--- config.mk ---
export PLATFORM = sky130hd
export DESIGN_NAME = clk_div_monitor
export DESIGN_NICKNAME = d
export VERILOG_FILES = /design/src/rtl/clk_mon_pkg.sv /design/src/rtl/clk_edge_sync.sv /design/src/rtl/clk_div_monitor.sv
export SDC_FILE = /design/constraint.sdc
export NUM_CORES = 1
export LEC_CHECK = 0
export CORE_AREA = 2 2 100 151
export CTS_BUF_LIST = sky130_fd_sc_hd__clkbuf_16
export CTS_CLUSTER_SIZE = 12
export DETAILED_ROUTE_END_ITERATION = 7
export DIE_AREA = 0 0 102 153
export GPL_ROUTABILITY_DRIVEN = 0
export HOLD_SLACK_MARGIN = 0.1
export PLACE_DENSITY = 0.47
export SYNTH_ARGS = -nofsm -noshare
export SYNTH_HDL_FRONTEND = slang
export SYNTH_HIERARCHICAL = 1
export SYNTH_SLANG_ARGS = --single-unit
--- constraint.sdc ---
create_clock -name clk -period 6.1 [get_ports clk]
set_clock_uncertainty 0.2 [all_clocks]
set_input_delay 0.61 -clock clk [delete_from_list [all_inputs] [get_ports clk]]
set_output_delay 0.61 -clock clk [all_outputs]
set_load 0.005 [all_outputs]
--- src/rtl/clk_mon_pkg.sv ---
// Shared types and helpers for the divided-clock quality monitor.
package clk_mon_pkg;

  typedef enum logic [1:0] {
    SEEK   = 2'd0,
    TRACK  = 2'd1,
    LOCKED = 2'd2
  } mon_state_e;

  localparam int DEF_CW = 16;

  // True when |meas - exp_v| <= tol; the extra bit keeps the subtraction from wrapping.
  function automatic logic abs_diff_le(input logic [31:0] meas,
                                       input logic [31:0] exp_v,
                                       input logic [31:0] tol);
    logic [32:0] diff;
    diff = (meas >= exp_v) ? ({1'b0, meas} - {1'b0, exp_v})
                           : ({1'b0, exp_v} - {1'b0, meas});
    return diff <= {1'b0, tol};
  endfunction

endpackage

--- src/rtl/clk_edge_sync.sv ---
// Brings the divided clock into the clk domain and flags its sampled rising edge.
module clk_edge_sync #(
  parameter bit SYNC_EN = 1'b1
) (
  input  logic clk,
  input  logic rst_n,
  input  logic clk_in,
  output logic s,
  output logic rise
);

  logic s_q;
  logic s_d;

  generate
    if (SYNC_EN) begin : g_sync2
      logic meta;
      // NOTE: non-blocking (<=) on every flop so each stage sees its pre-edge input.
      always_ff @(posedge clk or negedge rst_n) begin
        if (!rst_n) begin
          meta <= 1'b0;
          s_q  <= 1'b0;
        end else begin
          meta <= clk_in;
          s_q  <= meta;
        end
      end
    end else begin : g_sync1
      always_ff @(posedge clk or negedge rst_n) begin
        if (!rst_n) s_q <= 1'b0;
        else        s_q <= clk_in;
      end
    end
  endgenerate

  always_ff @(posedge clk or negedge rst_n) begin
    if (!rst_n) s_d <= 1'b0;
    else        s_d <= s_q;
  end

  assign s    = s_q;
  assign rise = s_q & ~s_d;

endmodule

--- src/rtl/clk_div_monitor.sv ---
// Measures period and high time of a divided clock, tracks lock, period errors and clock loss.
module clk_div_monitor
  import clk_mon_pkg::*;
#(
  parameter bit          SYNC_EN    = 1'b1,
  parameter int unsigned EXP_PERIOD = 5,
  parameter int unsigned TOL        = 0,
  parameter int unsigned LOCK_CNT   = 4,
  parameter int unsigned TIMEOUT    = 64,
  parameter int          CW         = DEF_CW
) (
  input  logic          clk,
  input  logic          rst_n,
  input  logic          clk_in,
  input  logic          clr,
  output logic [CW-1:0] period,
  output logic [CW-1:0] high_cnt,
  output logic          meas_valid,
  output logic          locked,
  output logic          err,
  output logic          timeout_flag
);

  localparam logic [CW-1:0] CNT_MAX  = '1;
  localparam logic [CW-1:0] TO_LAST  = CW'(TIMEOUT - 1);
  localparam logic [8:0]    LOCK_THR = 9'(LOCK_CNT);

  logic          s;
  logic          rise;
  logic [CW-1:0] per_cnt;
  logic [CW-1:0] hi_cnt;
  logic [7:0]    good_cnt;
  logic [7:0]    good_nxt;
  logic [8:0]    good_inc;
  logic          meas_good;
  logic          timeout_hit;
  logic          meas_fire;
  logic          locked_nxt;
  logic          err_nxt;
  logic          tflag_nxt;
  mon_state_e    state;
  mon_state_e    state_nxt;

  clk_edge_sync #(.SYNC_EN(SYNC_EN)) u_sync (
    .clk    (clk),
    .rst_n  (rst_n),
    .clk_in (clk_in),
    .s      (s),
    .rise   (rise)
  );

  assign meas_good   = abs_diff_le(32'(per_cnt), 32'(EXP_PERIOD), 32'(TOL));
  // Fires on the cycle per_cnt is about to become TIMEOUT, so the flag and count appear together.
  assign timeout_hit = !rise && (per_cnt == TO_LAST);
  assign good_inc    = {1'b0, good_cnt} + 9'd1;

  always_ff @(posedge clk or negedge rst_n) begin
    if (!rst_n) state <= SEEK;
    else        state <= state_nxt;
  end

  // NOTE: every always_comb output gets a default first so no latch is inferred.
  always_comb begin
    state_nxt  = state;
    good_nxt   = good_cnt;
    locked_nxt = locked;
    err_nxt    = err;
    tflag_nxt  = timeout_flag;
    meas_fire  = 1'b0;
    if (clr) err_nxt = 1'b0;
    if (rise) begin
      tflag_nxt = 1'b0;
      case (state)
        SEEK: begin
          state_nxt = TRACK;
          good_nxt  = '0;
        end
        TRACK: begin
          meas_fire = 1'b1;
          if (!meas_good) begin
            good_nxt = '0;
          end else begin
            good_nxt = good_inc[7:0];
            if (good_inc >= LOCK_THR) begin
              state_nxt  = LOCKED;
              locked_nxt = 1'b1;
            end
          end
        end
        LOCKED: begin
          meas_fire = 1'b1;
          if (!meas_good) begin
            err_nxt    = 1'b1;
            locked_nxt = 1'b0;
            good_nxt   = '0;
            state_nxt  = TRACK;
          end
        end
        default: state_nxt = SEEK;
      endcase
    end else if (timeout_hit) begin
      tflag_nxt  = 1'b1;
      locked_nxt = 1'b0;
      good_nxt   = '0;
      state_nxt  = SEEK;
    end
  end

  always_ff @(posedge clk or negedge rst_n) begin
    if (!rst_n) begin
      per_cnt      <= '0;
      hi_cnt       <= '0;
      good_cnt     <= '0;
      period       <= '0;
      high_cnt     <= '0;
      meas_valid   <= 1'b0;
      locked       <= 1'b0;
      err          <= 1'b0;
      timeout_flag <= 1'b0;
    end else begin
      if (rise)                   per_cnt <= CW'(1);
      else if (per_cnt != CNT_MAX) per_cnt <= per_cnt + CW'(1);
      if (rise)                         hi_cnt <= CW'(1);
      else if (s && hi_cnt != CNT_MAX)  hi_cnt <= hi_cnt + CW'(1);
      good_cnt     <= good_nxt;
      locked       <= locked_nxt;
      err          <= err_nxt;
      timeout_flag <= tflag_nxt;
      meas_valid   <= meas_fire;
      if (meas_fire) begin
        period   <= per_cnt;
        high_cnt <= hi_cnt;
      end
    end
  end

endmodule
[Yosys cells after proc, flatten, opt, wreduce, memory -nomap -nowiden]
Index checks and enable logic that the tools add are counted.
Cells by class
  add/subtract/negate cells: 5
  $lt $le $gt $ge: 3
  equality and inequality tests: 10
  muxes and demuxes: 30
  bitwise gates (word level): 2
  reduce and logical (&&, ||, !) cells: 11
Operator list (count)
  $mux 16: 4
  $le 33x1->1 const B: 1
  $mux 33: 1
  $add 16x1->16 const B: 2
  $mux 8: 4
  $ne 16x16->1 const B: 2
  $pmux 8 s3: 1
  $sub 16x3->17 const B: 1
  $sub 3x16->17 const A: 1
  $eq 16x6->1 const B: 1
  $ge 16x3->1 const B: 1
  $mux 1: 13
  $mux 2: 5
  $add 8x1->9 const B: 1
  $ge 9x3->1 const B: 1
  $ne 3x3->1 const B: 3
  $pmux 2 s3: 1
  $reduce_bool 2->1: 3
  $reduce_and 5->1: 1
  $ne 4x1->1 const B: 1
  $reduce_and 4->1: 1
  $ne 3x1->1 const B: 1
  $reduce_and 3->1: 1
  $eq 2x1->1 const B: 1
  8 further kinds: 9
Storage, ports and cells
  register bits after elaboration: 81
  output and inout port bits: 36
  word-level logic and storage cells: 74

[Logic depth before layout (Yosys ltp)]
  depth after elaboration: 6
  gate-level depth with buffers: 10
  depth with buffers taken out: 10

[Cells and area by module]
Netlist, hierarchy kept.
Modules (own cells, without submodules)
  clk_div_monitor: instances 1, cells each 412, area each 4134.0 µm², sequential area each 1951.9 µm²
  clk_edge_sync: instances 1, cells each 4, area each 88.8 µm², sequential area each 75.1 µm²

[Worst setup path before layout]
No wires, ideal clock.
  kind: register to register
  start: reg per_cnt[11]
  end: reg state[0]
  setup time: 0.126 ns
  arrival time: 2.724 ns
  required time: 5.774 ns
  slack: 3.050 ns
  stages on the path, launching flop included: 10
  buffers on the path: 1
  cell sequence: dfrtp_1 buf_4 or4_4 or4_4 nor4_1 a31oi_1 a211o_1 o21ai_1 nand2b_1 a311o_1
On the way
  cells in the longest elaborated chain, start to end: 5
Ends and longest elaborated chain
  start: declaration: line clk_div_monitor.sv:30  | logic [CW-1:0] per_cnt;
  start signal: assignment: line clk_div_monitor.sv:122  | else if (per_cnt != CNT_MAX) per_cnt <= per_cnt + CW'(1);
  $sub 3x16->17 (tied with other cells): line clk_mon_pkg.sv:18  | : ({1'b0, exp_v} - {1'b0, meas});
  $mux 33: line clk_mon_pkg.sv:17  | diff = (meas >= exp_v) ? ({1'b0, meas} - {1'b0, exp_v})
  $le 33x1->1: line clk_mon_pkg.sv:19  | return diff <= {1'b0, tol};
  $ne 3x3->1 (no line)
  $reduce_and 4->1 (no line) (*)
  end signal: assignment: line clk_div_monitor.sv:59  | else state <= state_nxt;
  end: declaration: line clk_div_monitor.sv:41  | mon_state_e state;
Every way passes the cells marked *; elsewhere a longest branch is shown, timed or not.
A chain may end at the register's enable or synchronous reset.

[Worst setup path in the final report]
  start: reg per_cnt[8]
  end: reg good_cnt[0]
On the way
  cells in the longest elaborated chain, start to end: 6
Ends and longest elaborated chain
  $sub 3x16->17 (tied with other cells): line clk_mon_pkg.sv:18
  $mux 33: line clk_mon_pkg.sv:17
  $le 33x1->1: line clk_mon_pkg.sv:19
  $mux 8: line clk_div_monitor.sv:80  | if (!meas_good) begin
  $pmux 8 s3: line clk_div_monitor.sv:73  | case (state)
  $mux 8: line clk_div_monitor.sv:71  | if (rise) begin
  end signal: assignment: line clk_div_monitor.sv:125  | good_cnt <= good_nxt;
  end: declaration: line clk_div_monitor.sv:32  | logic [7:0] good_cnt;
Parallel ways exist; a longest one is shown, timed or not.

==> run summary <==
======================================================================================
Drt total wl                                                                  10300 um
Least-Margin Pin Slew                                                         0.875 ns
Pwr dens                                                                   336 mW/mm^2
CP startpoint kind                                                            register
Switch Pwr                                                                      578 uW
CTS root buffer                                                           sky130_fd_sc_hd__clkbuf_16
Remaining antenna violation count after routing                                      0
Final critical path time including I/O delays and setup                        3.36 ns
Post-route fraction of the period consumed by the critical path                  55.2%
Total via count after detailed routing                                            3173
Part of the power in the clock network                                           31.8%
Highest net fanout along the worst path                                             12
Count of standard-cell rows                                                         54
Synth area leaders                                                        sky130_fd_sc_hd__dfrtp_1 (48%), sky130_fd_sc_hd__mux2_2 (7.7%), sky130_fd_sc_hd__ha_1 (3.9%)
Number of fill cells in the layout                                                1507
Gate count after technology mapping                                                416
CP delay by family, top                                                   simple AND/OR/NAND/NOR gates
TritonCTS Sinks                                                                     81
Top Ports                                                                           40
# Max-Cap Violations                                                                 0
Number of failing hold endpoints at the final stage                                  0
Number of buffers added for setup after CTS                                          0
Leakage                                                                        2.22 nW
Core region area                                                          0.0143 sq mm
Worst-case clock buffer depth                                                        2
Leading cell types by count after synthesis                               sky130_fd_sc_hd__dfrtp_1 (81), sky130_fd_sc_hd__nor2_1 (43), sky130_fd_sc_hd__mux2_2 (29)
Share of flip-flops with an asynchronous set or reset                             100%
Die Area                                                                  0.0156 sq mm
Status                                                                       completed
Classification of the worst-slack hold path                               register to register
Number of vias per cell                                                           4.87
Number of pins with negative max-slew slack in the final report                      0
Reg power frac                                                                   38.5%
Gr ovfl total                                                                        0
Synthesized flop and latch total                                                    81
Per-instance average area after synthesis                                   10.2 sq um
Fraction of layout instances using a drive strength above 1                      12.5%
Combinational cell fraction of total power                                       29.7%
Peak per-stage delay on the critical path                                      0.64 ns
Largest net degree at the start of global routing                                   63
Setup violations, final                                                              0
Final HPWL from detailed placement                                             7180 um
Area Overhead vs Synth                                                           20.9%
Critical Path End Type                                                        register
Sequential area share after synthesis                                            48.0%
Count of routing violations after the opening detailed-route iteration             158
Inserted Diodes                                                                      0
Height of the chip                                                              153 um
Post-route DRC                                                                       0
Remaining max-slew budget at the tightest pin                                    41.2%
Sw Ratio                                                                         33.7%
DP Worst Slack                                                                 2.76 ns
Starting Density                                                                 29.5%
Netlist area before placement                                             0.00422 sq mm
Most used DFF post-synth                                                  sky130_fd_sc_hd__dfrtp_1
Clock tree from TritonCTS                                                         done
Post-synthesis net count                                                           433
Series of cell instances along the critical path                          or4_4 > nor4_1 > nand3_1 > a31oi_1 > a211o_1 > nor3_4 > o21ai_2 > mux2i_1
Setup ws final                                                                 2.74 ns
Average wire length per cell after detail routing                              15.9 um
Port buffer count                                                                   39
Most frequent cell after synthesis                                        sky130_fd_sc_hd__dfrtp_1
Router iterations before antenna repair                                              4
Cell taking the most area after synthesis                                 sky130_fd_sc_hd__dfrtp_1
Required arrival time at the worst endpoint                                    6.11 ns
Worst Path Class, Setup                                                   register to register
Number of synthesized flops with an enable pin                                       0
Number of buffers inserted during clock tree synthesis                               9
Internal Pwr Total                                                             1.14 mW
H-tree depth                                                                         3
Largest voltage drop on the vdd net                                           0.132 mV
Maximum clock frequency                                                      0.297 GHz
Source-to-sink clock delay at the later pin of the worst-skew pair             0.34 ns
First-pass GRT wire length                                                    17300 um
Vias in the first global route                                                    3426
Share of the synthesized area in the top cell type                               48.0%
Setup tns final                                                                   0 ns
WP buf/inv                                                                           0
Critical path arrival                                                          3.38 ns
Clock slew at the register clock pins of the worst setup and hold paths        0.07 ns
Antenna violations before repair                                                     0
Number of synthesis warnings                                                         6
Horiz. Die Dim                                                                  102 um
Setup repair after global routing missed its margin                                 no
Post-synth cell types                                                               51
Net count of the finished layout                                                   467
Combined global-route utilization of all metal layers                            14.1%
Worst-path cell with the longest stage delay                              sky130_fd_sc_hd__nor4_1
======================================================================================
[layout by cell type (no fill, tap or decap), drive strengths merged, types with 11 or more instances in the layout]
| cell type | synthesis | final |
|---|---|---|
| inv | 18 | 21 |
| xnor2 | 11 | 11 |
| xor2 | 13 | 13 |
| nand3 | 21 | 21 |
| nor2 | 43 | 43 |
| ha | 13 | 13 |
| nor3 | 11 | 11 |
| nand2 | 27 | 27 |
| dfrtp | 81 | 81 |
| mux2 | 29 | 29 |
| clkdlybuf4s50 | 0 | 38 |
| o21ai | 27 | 27 |
[per-stage QoR]
stage / hold WS [ns] / instance area [sq um] / power, mW / std cells / utilization [%]
6_report: 0.152 / 5100 / 1.71 / 651 / 35.6
5_1_grt: 0.159 / 5100 / 1.82 / 651 / 35.6
4_1_cts: 0.152 / 5100 / 1.74 / 651 / 35.6
3_5_place_dp: 0.138 / 4800 / 1.18 / 634 / 33.5
3_3_place_gp: 0.136 / 4800 / 1.18 / 634 / 33.5
2_1_floorplan: 0.114 / 4220 / 1.01 / 416 / -
[kinds of logic after synthesis]
family / count (synthesis) / share of synthesized area (%)
simple gates: 164 / 21.2
flops: 81 / 48.0
compound gates: 65 / 10.1
buf+inv: 38 / 3.47
mux: 31 / 8.21
xor+xnor: 24 / 5.16
fa+ha+maj: 13 / 3.85
[cell type report]
type | instances | area [sq um] | share of cell area, %
Clock buffer | 9 | 225 | 4.41
Timing Repair Buffer | 43 | 420 | 8.24
Clock inverter | 7 | 70.1 | 1.37
Sequential cell | 81 | 2030 | 39.7
Multi-Input combinational cell | 297 | 2050 | 40.1
Tap cell | 196 | 245 | 4.80
Inverter | 18 | 67.6 | 1.32
[power groups by stage]
stage | Clock (mW) | Combinational (mW) | Sequential, mW
after global placement | 0 | 0.509 | 0.668
after floorplan | 0 | 0.375 | 0.639
after detailed placement | 0 | 0.512 | 0.669
after CTS | 0.567 | 0.515 | 0.660
final | 0.545 | 0.510 | 0.659
after global routing | 0.587 | 0.567 | 0.669
[routing by layer]
| layer | share of wire, % | global-route usage, % | vias up |
|---|---|---|---|
| met5 | 0 | 0 | - |
| met4 | 1.5 | 5.14 | 0 |
| met3 | 2.7 | 2.65 | 13 |
| met2 | 56 | 25.9 | 48 |
| met1 | 40 | 15.9 | 1567 |
| li1 | - | - | 1545 |
[registers in the layout, indices dropped and copies added, names as in the netlist]
register / cells
meas_valid: 1
u_sync/g_sync2.meta: 1
u_sync/s: 1
per_cnt: 16
high_cnt: 16
hi_cnt: 16
state: 2
period: 16
locked: 1
good_cnt: 8
u_sync/s_d: 1
timeout_flag: 1
err: 1
[timing repair]
item | CTS | global route
endpoints found under the hold margin | 19 | 0
resized for setup | 0 | 0
hold buffers | 1 | 0
[path summary, 6_finish.rpt]
| check | endpoint | depth (start not counted) | slack, ns | startpoint |
|---|---|---|---|---|
| min | u_sync/s$_DFF_PN0_ | 0 | 0.15 | u_sync/g_sync2.meta$_DFF_PN0_ |
| max in group asynchronous | state[0]$_DFFE_PN0P_ | 3 | 4.14 | rst_n |
| max | good_cnt[0]$_DFFE_PN0P_ | 8 | 2.74 | per_cnt[8]$_DFFE_PN0P_ |
| min reg2reg | u_sync/s$_DFF_PN0_ | 0 | 0.15 | u_sync/g_sync2.meta$_DFF_PN0_ |
| min in group asynchronous | period[7]$_DFFE_PN0P_ | 2 | 0.49 | rst_n |
| max reg2reg | good_cnt[0]$_DFFE_PN0P_ | 8 | 2.74 | per_cnt[8]$_DFFE_PN0P_ |
Note: power is estimated with default switching activity, not from simulation.
